**config.mk**
```make
export PLATFORM = sky130hd
export DESIGN_NAME = muldiv_hilo_unit_flat
export DESIGN_NICKNAME = d
export VERILOG_FILES = /design/src/rtl/muldiv_pkg.sv /design/src/rtl/muldiv_hilo_unit_if.sv /design/src/rtl/muldiv_hilo_unit_div_iter.sv /design/src/rtl/muldiv_hilo_unit.sv /design/src/flat_wrapper.sv
export SDC_FILE = /design/constraint.sdc
export NUM_CORES = 2
export LEC_CHECK = 0
export ABC_AREA = 1
export CORE_MARGIN = 2
export CORE_UTILIZATION = 40
export DETAILED_ROUTE_END_ITERATION = 6
export PLACE_DENSITY = 0.61
export SLEW_MARGIN = 20
export SYNTH_ARGS = -nofsm -noshare
export SYNTH_HDL_FRONTEND = slang
export SYNTH_SLANG_ARGS = --single-unit
```
**constraint.sdc**
```tcl
create_clock -name clk -period 10.4 [get_ports clk]
set_input_delay 1.04 -clock clk [delete_from_list [all_inputs] [get_ports clk]]
set_output_delay 1.04 -clock clk [all_outputs]
set_load 0.005 [all_outputs]
```
**src/rtl/muldiv_pkg.sv**
```systemverilog
// muldiv_pkg: shared definitions for the multiply/divide HI/LO unit.
//   - op encodings presented on the op port
//   - FSM state encodings
//   - divider iteration count helper
package muldiv_pkg;

    localparam logic [2:0] OP_MULT  = 3'd0;
    localparam logic [2:0] OP_MULTU = 3'd1;
    localparam logic [2:0] OP_DIV   = 3'd2;
    localparam logic [2:0] OP_DIVU  = 3'd3;
    localparam logic [2:0] OP_MTHI  = 3'd4;
    localparam logic [2:0] OP_MTLO  = 3'd5;

    // state | meaning
    // IDLE  | waiting for an accepted start; MTHI/MTLO complete here
    // MUL   | shift-add multiply iterations
    // DIV   | restoring divide iterations, one quotient bit per cycle
    // FIX   | sign fix-up, done pulse, HI/LO written on exit
    localparam logic [1:0] ST_IDLE = 2'd0;
    localparam logic [1:0] ST_MUL  = 2'd1;
    localparam logic [1:0] ST_DIV  = 2'd2;
    localparam logic [1:0] ST_FIX  = 2'd3;

    localparam int DIV_ITERS_DEFAULT = 32;

    // Radix-2 division retires one quotient bit per iteration.
    function automatic int div_iters(input int width);
        return width;
    endfunction

endpackage

```
**src/rtl/muldiv_hilo_unit_if.sv**
```systemverilog
// muldiv_hilo_unit_if: EX-stage issue/read bus of the multiply/divide unit.
//   master: EX stage / hazard unit (drives start, op, operands, cancel, rd_req, rd_sel)
//   slave : muldiv_hilo_unit (drives rd_data, busy, stall, done, div_by_zero, hi, lo)
interface muldiv_hilo_unit_if #(
    parameter int WIDTH = 32
);
    logic             start;
    logic [2:0]       op;
    logic [WIDTH-1:0] src_a;
    logic [WIDTH-1:0] src_b;
    logic             cancel;
    logic             rd_req;
    logic             rd_sel;
    logic [WIDTH-1:0] rd_data;
    logic             busy;
    logic             stall;
    logic             done;
    logic             div_by_zero;
    logic [WIDTH-1:0] hi;
    logic [WIDTH-1:0] lo;

    modport master (
        output start, op, src_a, src_b, cancel, rd_req, rd_sel,
        input  rd_data, busy, stall, done, div_by_zero, hi, lo
    );

    modport slave (
        input  start, op, src_a, src_b, cancel, rd_req, rd_sel,
        output rd_data, busy, stall, done, div_by_zero, hi, lo
    );
endinterface

```
**src/rtl/muldiv_hilo_unit_div_iter.sv**
```systemverilog
// div_iter: one restoring-division step.
//   rem_in   : current partial remainder (WIDTH+1 bits, always < divisor)
//   next_bit : next dividend bit shifted in
//   divisor  : divisor magnitude
//   rem_out  : next partial remainder
//   q_bit    : quotient bit produced by this step
module div_iter #(
    parameter int WIDTH = 32
) (
    input  logic [WIDTH:0]   rem_in,
    input  logic             next_bit,
    input  logic [WIDTH-1:0] divisor,
    output logic [WIDTH:0]   rem_out,
    output logic             q_bit
);
    logic [WIDTH+1:0] shifted;
    logic [WIDTH+1:0] diff;

    always_comb begin
        shifted = {rem_in, next_bit};
        diff    = shifted - {2'b00, divisor};
        // No borrow out of the top bit means the divisor fits: keep the difference.
        q_bit   = ~diff[WIDTH+1];
        rem_out = q_bit ? diff[WIDTH:0] : shifted[WIDTH:0];
    end
endmodule

```
**src/rtl/muldiv_hilo_unit.sv**
```systemverilog
// muldiv_hilo_unit: iterative multiply/divide unit with HI/LO registers.
//   clk, rst : clock, synchronous active-high reset
//   bus      : muldiv_hilo_unit_if.slave (issue, cancel, HI/LO read, status)
// Multiply takes MUL_CYCLES+1 cycles, divide WIDTH+1 cycles, start edge to
// HI/LO visible. Operands are converted to magnitudes at acceptance and the
// sign is restored in FIX.
module muldiv_hilo_unit
    import muldiv_pkg::*;
#(
    parameter int WIDTH      = 32,
    parameter int MUL_CYCLES = 4
) (
    input  logic              clk,
    input  logic              rst,
    muldiv_hilo_unit_if.slave bus
);
    localparam int K     = WIDTH / MUL_CYCLES;
    localparam int CNT_W = $clog2(WIDTH);
    localparam int DIV_N = div_iters(WIDTH);

    logic [1:0]         state;
    logic [CNT_W-1:0]   cnt;
    logic [WIDTH-1:0]   hi_q, lo_q;
    logic [2*WIDTH-1:0] acc;
    logic [2*WIDTH-1:0] mcand;
    logic [WIDTH-1:0]   opb;      // multiplier (shifted) or divisor (held)
    logic [WIDTH:0]     rem;
    logic [WIDTH-1:0]   quo;      // dividend bits out, quotient bits in
    logic               is_div, neg_q, neg_r, dbz;

    logic               accept, is_signed, sign_a, sign_b, b_zero;
    logic [WIDTH-1:0]   mag_a, mag_b;
    logic [2*WIDTH-1:0] pp, prod;
    logic [WIDTH:0]     rem_nxt;
    logic               q_bit;
    logic [WIDTH-1:0]   quo_fix, rem_fix;

    always_comb begin
        accept    = bus.start && !bus.cancel && (state == ST_IDLE);
        is_signed = (bus.op == OP_MULT) || (bus.op == OP_DIV);
        sign_a    = is_signed && bus.src_a[WIDTH-1];
        sign_b    = is_signed && bus.src_b[WIDTH-1];
        b_zero    = (bus.src_b == '0);
        mag_a     = sign_a ? -bus.src_a : bus.src_a;
        mag_b     = sign_b ? -bus.src_b : bus.src_b;
        pp        = mcand * {{(2*WIDTH-K){1'b0}}, opb[K-1:0]};
        prod      = neg_q ? -acc : acc;
        quo_fix   = neg_q ? -quo : quo;
        // Divide-by-zero leaves |dividend| in rem; re-applying the dividend
        // sign yields the raw src_a for HI.
        rem_fix   = neg_r ? -rem[WIDTH-1:0] : rem[WIDTH-1:0];
    end

    div_iter #(.WIDTH(WIDTH)) u_div_iter (
        .rem_in   (rem),
        .next_bit (quo[WIDTH-1]),
        .divisor  (opb),
        .rem_out  (rem_nxt),
        .q_bit    (q_bit)
    );

    always_ff @(posedge clk) begin
        if (rst) begin
            state  <= ST_IDLE;
            cnt    <= '0;
            hi_q   <= '0;
            lo_q   <= '0;
            acc    <= '0;
            mcand  <= '0;
            opb    <= '0;
            rem    <= '0;
            quo    <= '0;
            is_div <= 1'b0;
            neg_q  <= 1'b0;
            neg_r  <= 1'b0;
            dbz    <= 1'b0;
        end else begin
            case (state)
                ST_IDLE: begin
                    if (accept) begin
                        case (bus.op)
                            OP_MTHI: hi_q <= bus.src_a;
                            OP_MTLO: lo_q <= bus.src_a;
                            OP_MULT, OP_MULTU: begin
                                acc    <= '0;
                                mcand  <= {{WIDTH{1'b0}}, mag_a};
                                opb    <= mag_b;
                                neg_q  <= sign_a ^ sign_b;
                                neg_r  <= 1'b0;
                                is_div <= 1'b0;
                                dbz    <= 1'b0;
                                cnt    <= CNT_W'(MUL_CYCLES - 1);
                                state  <= ST_MUL;
                            end
                            OP_DIV, OP_DIVU: begin
                                rem    <= '0;
                                quo    <= mag_a;
                                opb    <= mag_b;
                                neg_q  <= (sign_a ^ sign_b) && !b_zero;
                                neg_r  <= sign_a;
                                is_div <= 1'b1;
                                dbz    <= b_zero;
                                cnt    <= CNT_W'(DIV_N - 1);
                                state  <= ST_DIV;
                            end
                            default: ;
                        endcase
                    end
                end
                ST_MUL: begin
                    if (bus.cancel) begin
                        state <= ST_IDLE;
                    end else begin
                        acc   <= acc + pp;
                        mcand <= mcand << K;
                        opb   <= opb >> K;
                        if (cnt == '0) state <= ST_FIX;
                        else           cnt   <= cnt - 1'b1;
                    end
                end
                ST_DIV: begin
                    if (bus.cancel) begin
                        state <= ST_IDLE;
                    end else begin
                        rem <= rem_nxt;
                        quo <= {quo[WIDTH-2:0], q_bit};
                        if (cnt == '0) state <= ST_FIX;
                        else           cnt   <= cnt - 1'b1;
                    end
                end
                ST_FIX: begin
                    state <= ST_IDLE;
                    if (!bus.cancel) begin
                        if (is_div) begin
                            hi_q <= rem_fix;
                            lo_q <= quo_fix;
                        end else begin
                            hi_q <= prod[2*WIDTH-1:WIDTH];
                            lo_q <= prod[WIDTH-1:0];
                        end
                    end
                end
                default: state <= ST_IDLE;
            endcase
        end
    end

    assign bus.busy        = (state != ST_IDLE);
    assign bus.done        = (state == ST_FIX) && !bus.cancel;
    assign bus.div_by_zero = bus.done && dbz;
    assign bus.stall       = bus.busy && (bus.start || bus.rd_req);
    assign bus.rd_data     = bus.rd_sel ? lo_q : hi_q;
    assign bus.hi          = hi_q;
    assign bus.lo          = lo_q;
endmodule

```
**src/flat_wrapper.sv**
```systemverilog
// flat-port wrapper written by rule: the top's interface ports become plain ports
module muldiv_hilo_unit_flat import muldiv_pkg::*;
#(
    parameter int WIDTH      = 32,
    parameter int MUL_CYCLES = 4
)
  (clk, rst, bus_start, bus_op, bus_src_a, bus_src_b, bus_cancel, bus_rd_req, bus_rd_sel, bus_rd_data, bus_busy, bus_stall, bus_done, bus_div_by_zero, bus_hi, bus_lo);
  muldiv_hilo_unit_if #(.WIDTH(WIDTH)) bus_i ();
  input  logic clk;
  input  logic rst;
  input wire logic [$bits(bus_i.start)-1:0] bus_start;
  input wire logic [$bits(bus_i.op)-1:0] bus_op;
  input wire logic [$bits(bus_i.src_a)-1:0] bus_src_a;
  input wire logic [$bits(bus_i.src_b)-1:0] bus_src_b;
  input wire logic [$bits(bus_i.cancel)-1:0] bus_cancel;
  input wire logic [$bits(bus_i.rd_req)-1:0] bus_rd_req;
  input wire logic [$bits(bus_i.rd_sel)-1:0] bus_rd_sel;
  output wire logic [$bits(bus_i.rd_data)-1:0] bus_rd_data;
  output wire logic [$bits(bus_i.busy)-1:0] bus_busy;
  output wire logic [$bits(bus_i.stall)-1:0] bus_stall;
  output wire logic [$bits(bus_i.done)-1:0] bus_done;
  output wire logic [$bits(bus_i.div_by_zero)-1:0] bus_div_by_zero;
  output wire logic [$bits(bus_i.hi)-1:0] bus_hi;
  output wire logic [$bits(bus_i.lo)-1:0] bus_lo;
  assign bus_i.start = bus_start;
  assign bus_i.op = bus_op;
  assign bus_i.src_a = bus_src_a;
  assign bus_i.src_b = bus_src_b;
  assign bus_i.cancel = bus_cancel;
  assign bus_i.rd_req = bus_rd_req;
  assign bus_i.rd_sel = bus_rd_sel;
  assign bus_rd_data = bus_i.rd_data;
  assign bus_busy = bus_i.busy;
  assign bus_stall = bus_i.stall;
  assign bus_done = bus_i.done;
  assign bus_div_by_zero = bus_i.div_by_zero;
  assign bus_hi = bus_i.hi;
  assign bus_lo = bus_i.lo;
  muldiv_hilo_unit #(.WIDTH(WIDTH), .MUL_CYCLES(MUL_CYCLES)) u_core (.clk(clk), .rst(rst), .bus(bus_i));
endmodule
```
# ---- Word-level counts from Yosys, hierarchy flattened
# Cells that the tools add are included.
dict set report word_totals {
  wordCells 130
  reg_bits 300
  out_inout_bits 100
  inputBits 73
}
dict set report classes {
  mux 51
  mul 1
  n_eq_ne 21
  reduce_logical 34
  bitwise_logic 2
  add_sub_neg 8
}
# operator count
set op_table {}
lappend op_table {{$mux 32} 19}
lappend op_table {{$mux 64} 7}
lappend op_table {{$pmux 32 s2} 4}
lappend op_table {{$pmux 64 s2} 2}
lappend op_table {{$mux 33} 4}
lappend op_table {{$neg 32->32} 4}
lappend op_table {{$pmux 33 s2} 1}
lappend op_table {{$add 64x64->64} 1}
lappend op_table {{$mul 64x8->64} 1}
lappend op_table {{$neg 64->64} 1}
lappend op_table {{$sub 34x32->34} 1}
lappend op_table {{$logic_not 32->1} 1}
lappend op_table {{$ne 2x2->1 const B} 10}
lappend op_table {{$pmux 5 s2} 2}
lappend op_table {{$reduce_and 4->1} 5}
lappend op_table {{$mux 5} 3}
lappend op_table {{$reduce_bool 2->1} 6}
lappend op_table {{$logic_and 1x1->1} 8}
lappend op_table {{$pmux 1 s2} 4}
lappend op_table {{$eq 3x2->1 const B} 2}
lappend op_table {{$eq 3x3->1 const B} 2}
lappend op_table {{$mux 2} 3}
lappend op_table {{$pmux 2 s3} 1}
lappend op_table {{$reduce_and 3->1} 2}
lappend op_table {{18 further kinds} 23}

# ---- Logic depth before layout (Yosys ltp)
dict set report logic_depth {
  ltp_word 7
  mapped_depth 26
  depth_no_buf 24
}

# ---- By module
# Synthesis repeated with hierarchy kept, for this count alone.
dict set report unflattened {
  hier_cells 6734
  hier_area_um2 41013.1
}
# mod cells_each instances seq_area_each_um2 area_per_inst_um2
set by_module_without_submodules {}
lappend by_module_without_submodules {muldiv_hilo_unit 6013 1 6005.8 37568.5}
lappend by_module_without_submodules {div_iter 721 1 0.0 3444.6}

# ---- Worst setup path before layout
# OpenSTA, ideal clock, no wires.
dict set report synth_path {
  path_kind {register to register}
  from {register u_core.opb[6]}
  to {register u_core.acc[32]}
  path_stages_with_launch 23
  arrival_ps 4581
  setup_ps 132
  period_less_slack_ps 4713
  path_slack_ps 5687
  cell_sequence {dfxtp_1 -> clkbuf_1 -> clkbuf_1 -> clkbuf_1 -> nand2_1 -> inv_1 -> fa_1 -> fa_1 -> fa_1 -> inv_1 -> fa_1 -> inv_1 -> ha_1 -> a21oi_1 -> o21ai_0 -> inv_1 -> nand2_1 -> o21bai_1 -> inv_1 -> nand2_1 -> or2_2 -> nand3_1 -> a21oi_1}
}
dict set report synth_via {
  elab_chain_cells 4
}
# element line_no
set synth_rtl {}
lappend synth_rtl {{start: declaration} muldiv_hilo_unit.sv:26} ;# logic [WIDTH-1:0] opb;
lappend synth_rtl {{start signal: assignment} muldiv_hilo_unit.sv:87} ;# opb <= mag_b;
lappend synth_rtl {{start signal: assignment} muldiv_hilo_unit.sv:98} ;# opb <= mag_b;
lappend synth_rtl {{start signal: assignment} muldiv_hilo_unit.sv:116} ;# opb <= opb >> K;
lappend synth_rtl {{$mul 64x8->64} muldiv_hilo_unit.sv:46} ;# pp = mcand * {{(2*WIDTH-K){1'b0}}, opb[K-1:0]};
lappend synth_rtl {{$add 64x64->64} muldiv_hilo_unit.sv:114} ;# acc <= acc + pp;
lappend synth_rtl {{$mux 64} muldiv_hilo_unit.sv:111} ;# if (bus.cancel) begin
lappend synth_rtl {{$pmux 64 s2} muldiv_hilo_unit.sv:78} ;# case (state)
lappend synth_rtl {{end signal: assignment} muldiv_hilo_unit.sv:114}
lappend synth_rtl {{end: declaration} muldiv_hilo_unit.sv:24} ;# logic [2*WIDTH-1:0] acc;
# Every way passes these cells. The select of a mux whose other input is x is not followed.
# A chain may end at the register's enable or synchronous reset.

# ---- Final worst setup path
dict set report layout_path {
  from {register u_core.opb[4]}
  to {register u_core.acc[30]}
}
# The elaborated chain is that of the path after synthesis.

==> impl.org <==
** Floorplanning
- The total area inside the core boundary comes to 100000 sq um.
- In this run the core area contains 116 standard-cell rows.
- Die ar. :: 103000 sq um
- Initial core utilization :: 40.3%
- In this run the vertical extent of the chip is 321 microns.
- Number of top-level pins :: 173
- Die extent in x :: 321 microns

** Timing
- Worst setup skew after layout :: 0.0298 ns
- Counting I/O delays and the setup requirement, the final critical path takes 6.12 ns.
- Tcrit/Tclk final :: 58.8%
- Based on the critical path, the design can be clocked at up to 163 MHz.
- Hold WS :: 0.461 ns
- The number of failing hold endpoints at the final stage came to 0.
- RSZ-0062 raised after global routing :: false
- Worst slew slack as a fraction of its limit :: 24.4%
- Setup-failing EPs final :: 0
- For the final routed database, the setup TNS stands at 0 ns.
- The number of pins exceeding their max-slew limit in the final report was 0.
- At the pin with the least slew margin, the transition time is 1.13 ns.

** Routing
- Drt first pass iters :: 6
- Count of unresolved DRC violations after routing :: 0
- Via count of the routed design :: 41200
- Post-Route WL :: 156000 microns
- In this run, the number of DRC markers left after iteration 0 of detailed routing was 4277.
- In this run the remaining antenna-violating nets after routing total 0.
- Mean number of vias per cell :: 5.26
- Wire length per cell after detailed routing :: 19.9 microns

** Yosys
- Netlist area before placement :: 40300 sq um
- Share of synthesized area occupied by flip-flops and latches :: 14.9%
- Synth cell types :: 55
- The synthesized design contains 0 enable-type register cells.
- Yosys printed 0 warnings.
- Ys flop type :: sky130_fd_sc_hd__dfxtp_1
- Post-synthesis area per instance :: 6.17 sq um
- Synthesis produced a netlist whose cell count is 6530.
- After synthesis the netlist holds a flip-flop and latch count of 300.
- Post-synth ARST share :: 0%
- The number of nets handed over by synthesis was 7130.

** Worst setup path
- Crit path max fanout :: 36
- Data required time at the worst endpoint :: 10.85 ns
- STA puts the critical path data arrival time at 6.57 ns.
- Sort of element at the start of the critical path :: flop
- The critical path is of the reg -> reg type.
- The worst setup path is captured at a flop.

** Placement
- Input and output buffers added on the ports amount to 172.
- The congestion estimate from routability-driven global placement came to 1.02.
- Post-detail-place hpwl :: 125000 microns

** Global routing
- The number of global-route vias before repair came to 39300.
- The initial antenna violation count was 2.
- Entering global routing, the biggest net connects 82 pins.
- Global routing used 30.1% of the available tracks.
- Wire length of the first global-routing pass :: 240000 microns
- The total overflow left after global routing is 0.

** Final layout
- Area overhead of the layout relative to synthesis :: 9.97%
- Number of inserted filler cells in the final layout :: 10600
- The final layout contains 7104 nets.
- Leaving out fill and tap cells, the most frequent cell in the layout is sky130_fd_sc_hd__nand2_1.
- Multi-input combinational cell area :: 28100 sq um
- Ant. Diodes :: 0
- In the final layout, flip-flops and latches occupy 6020 sq um.
- Share of final-layout standard cells stronger than drive strength 1 :: 3.75%
- Commonest cells after routing, fill and taps aside :: sky130_fd_sc_hd__nand2_1 (1915), sky130_fd_sc_hd__inv_1 (1337), sky130_fd_sc_hd__nor2_1 (533)

** Clock tree
- Gates resized during post-CTS repair numbered 0.
- Clock latency on the worst-skew pair :: 0.64 ns
- Total clock buffers created by CTS :: 43
- TritonCTS built the clock tree.
- Clock-pin slew reported for the worst setup and hold paths after clock tree synthesis :: 0.06 ns
- Root Buffer Master :: sky130_fd_sc_hd__clkbuf_16
- Buffers added to address setup during post-CTS repair amount to 0.
- Hold-fix buffers at CTS :: 0
- CTS built an H-tree with a depth of 2.
- The longest clock path from root to sink contains 3 buffers.
- The tree built by TritonCTS fans out to 300 sinks.

** Worst hold path
- The worst hold path belongs to the class reg -> reg.

** Power
- Internal power :: 3.78 mW
- Max IR drop VDD :: 160 uV
- Power density normalized to cell area :: 176 nW/um^2
- Summed over all nets, the switching power comes to 4.03 mW.
- The share of total power dissipated in combinational logic is 56.4%.
- Portion of total power attributed to sequential cells :: 22.6%
- Clk pwr share :: 21.1%
- Of the total power, the share spent switching nets is 51.6%.
- Leakage component of the power :: 24.2 nW

** Job
- Max_cap viols :: 0

** Run status
- The flow ran to the end, and the final reports show no timing, DRC or antenna violations.
## metrics by stage
step / cell area, sq um / utilization, % / worst slack, ns / power [mW] / instances
2_1_floorplan: 40300 / - / 5.69 / 4.55 / 6530
3_3_place_gp: 42800 / 42.8 / 4.37 / 6.07 / 7757
3_5_place_dp: 42800 / 42.8 / 4.41 / 6.09 / 7757
4_1_cts: 44300 / 44.3 / 4.35 / 7.76 / 7836
5_1_grt: 44300 / 44.3 / 4.05 / 8.34 / 7836
6_report: 44300 / 44.3 / 4.28 / 7.80 / 7836
## synthesized netlist by cell type, types with 10 or more instances
| master | count | share of area [%] |
|---|---|---|
| sky130_fd_sc_hd__o21bai_1 | 12 | 0.22 |
| sky130_fd_sc_hd__o21ai_1 | 16 | 0.20 |
| sky130_fd_sc_hd__a31oi_1 | 24 | 0.37 |
| sky130_fd_sc_hd__nor3_1 | 51 | 0.63 |
| sky130_fd_sc_hd__buf_2 | 41 | 0.51 |
| sky130_fd_sc_hd__inv_1 | 1339 | 12 |
| sky130_fd_sc_hd__dfxtp_1 | 300 | 15 |
| sky130_fd_sc_hd__nand2_2 | 13 | 0.20 |
| sky130_fd_sc_hd__or2_2 | 27 | 0.42 |
| sky130_fd_sc_hd__buf_6 | 11 | 0.31 |
| sky130_fd_sc_hd__nand3b_1 | 26 | 0.48 |
| sky130_fd_sc_hd__xnor2_1 | 21 | 0.46 |
| sky130_fd_sc_hd__mux2_2 | 31 | 0.87 |
| sky130_fd_sc_hd__fa_1 | 411 | 20 |
| sky130_fd_sc_hd__a21oi_1 | 465 | 5.8 |
| sky130_fd_sc_hd__o22ai_1 | 36 | 0.56 |
| sky130_fd_sc_hd__nand2_1 | 1915 | 18 |
| sky130_fd_sc_hd__o21ai_0 | 273 | 3.4 |
| sky130_fd_sc_hd__buf_1 | 61 | 0.57 |
| sky130_fd_sc_hd__clkbuf_1 | 168 | 1.6 |
| sky130_fd_sc_hd__nand3_1 | 426 | 5.3 |
| sky130_fd_sc_hd__ha_1 | 116 | 3.6 |
| sky130_fd_sc_hd__inv_2 | 10 | 0.093 |
| sky130_fd_sc_hd__nor2_1 | 537 | 5.0 |
| sky130_fd_sc_hd__nand4_1 | 49 | 0.76 |
| sky130_fd_sc_hd__xor2_1 | 47 | 1.0 |
## cell type report
class / instances / share of cell area, %
well taps: 1298 / 3.66
multi-input cells: 4597 / 63.4
clock buffers: 59 / 2.72
flip-flops and latches: 300 / 13.6
inverters: 1350 / 11.4
clock inverters: 20 / 0.686
repair buffers: 212 / 4.57
## per-layer routing
layer | global-route usage (%) | up-vias | routed length (microns)
met3 | 3.97 | 257 | 11400
met4 | 10.5 | 2 | 6310
met2 | 48.4 | 1567 | 70800
met1 | 41.3 | 19600 | 67600
met5 | 0 | - | 13
li1 | - | 19800 | -
## worst max-delay path, stage by stage, from the launching register on
cell and delay, ns:
sky130_fd_sc_hd__dfxtp_2 0.31, sky130_fd_sc_hd__buf_4 0.45, sky130_fd_sc_hd__buf_4 0.52, sky130_fd_sc_hd__nand2_1 0.16
sky130_fd_sc_hd__fa_1 0.53, sky130_fd_sc_hd__fa_1 0.50, sky130_fd_sc_hd__inv_1 0.06, sky130_fd_sc_hd__fa_1 0.54
sky130_fd_sc_hd__inv_1 0.07, sky130_fd_sc_hd__fa_1 0.54, sky130_fd_sc_hd__inv_1 0.07, sky130_fd_sc_hd__ha_1 0.35
sky130_fd_sc_hd__a21oi_1 0.32, sky130_fd_sc_hd__nor2_1 0.07, sky130_fd_sc_hd__nor2_1 0.09, sky130_fd_sc_hd__nand2_1 0.14
sky130_fd_sc_hd__nand2_1 0.09, sky130_fd_sc_hd__nand2_1 0.17, sky130_fd_sc_hd__nand2_1 0.11, sky130_fd_sc_hd__nand2_1 0.21
sky130_fd_sc_hd__or2_2 0.34, sky130_fd_sc_hd__nand3_1 0.18, sky130_fd_sc_hd__a21oi_1 0.10
## power groups by stage
stage | Sequential (mW) | Combinational (mW) | Clock [mW]
6_report | 1.76 | 4.40 | 1.64
5_1_grt | 1.78 | 4.86 | 1.70
4_1_cts | 1.75 | 4.34 | 1.66
3_5_place_dp | 1.77 | 4.32 | 0
3_3_place_gp | 1.77 | 4.29 | 0
2_1_floorplan | 1.52 | 3.03 | 0
## flip-flops by register name, indices dropped and copies added, names as in the netlist
register,flops
u_core.acc,64
u_core.mcand,64
u_core.rem,33
u_core.bus.hi,32
u_core.bus.lo,32
u_core.opb,32
u_core.quo,32
u_core.cnt,5
u_core.state,2
u_core.dbz,1
u_core.is_div,1
u_core.neg_q,1
u_core.neg_r,1
## worst paths after layout
path / startpoint / to / slack, ns / cells after the start
max: u_core.opb[4] / u_core.acc[30] / 4.28 / 22
min: u_core.cnt[0] / u_core.cnt[0] / 0.46 / 1
max reg2reg: u_core.opb[4] / u_core.acc[30] / 4.28 / 22
min reg2reg: u_core.cnt[0] / u_core.cnt[0] / 0.46 / 1
## cell families (layout without fill, tap and decap cells)
| kind of cell | Yosys count | in the layout | share of synthesized area, % |
|---|---|---|---|
| AND/OR/NAND/NOR | 3093 | 3093 | 31.7 |
| buffers and inverters | 1633 | 1641 | 15.5 |
| AO/OA/AOI/OAI | 878 | 878 | 11.5 |
| adder cells (fa/ha/maj) | 527 | 527 | 24.0 |
| flip-flops | 300 | 300 | 14.9 |
| XOR/XNOR | 68 | 68 | 1.48 |
| multiplexers | 31 | 31 | 0.866 |
Power figures use the tool's default switching activity.
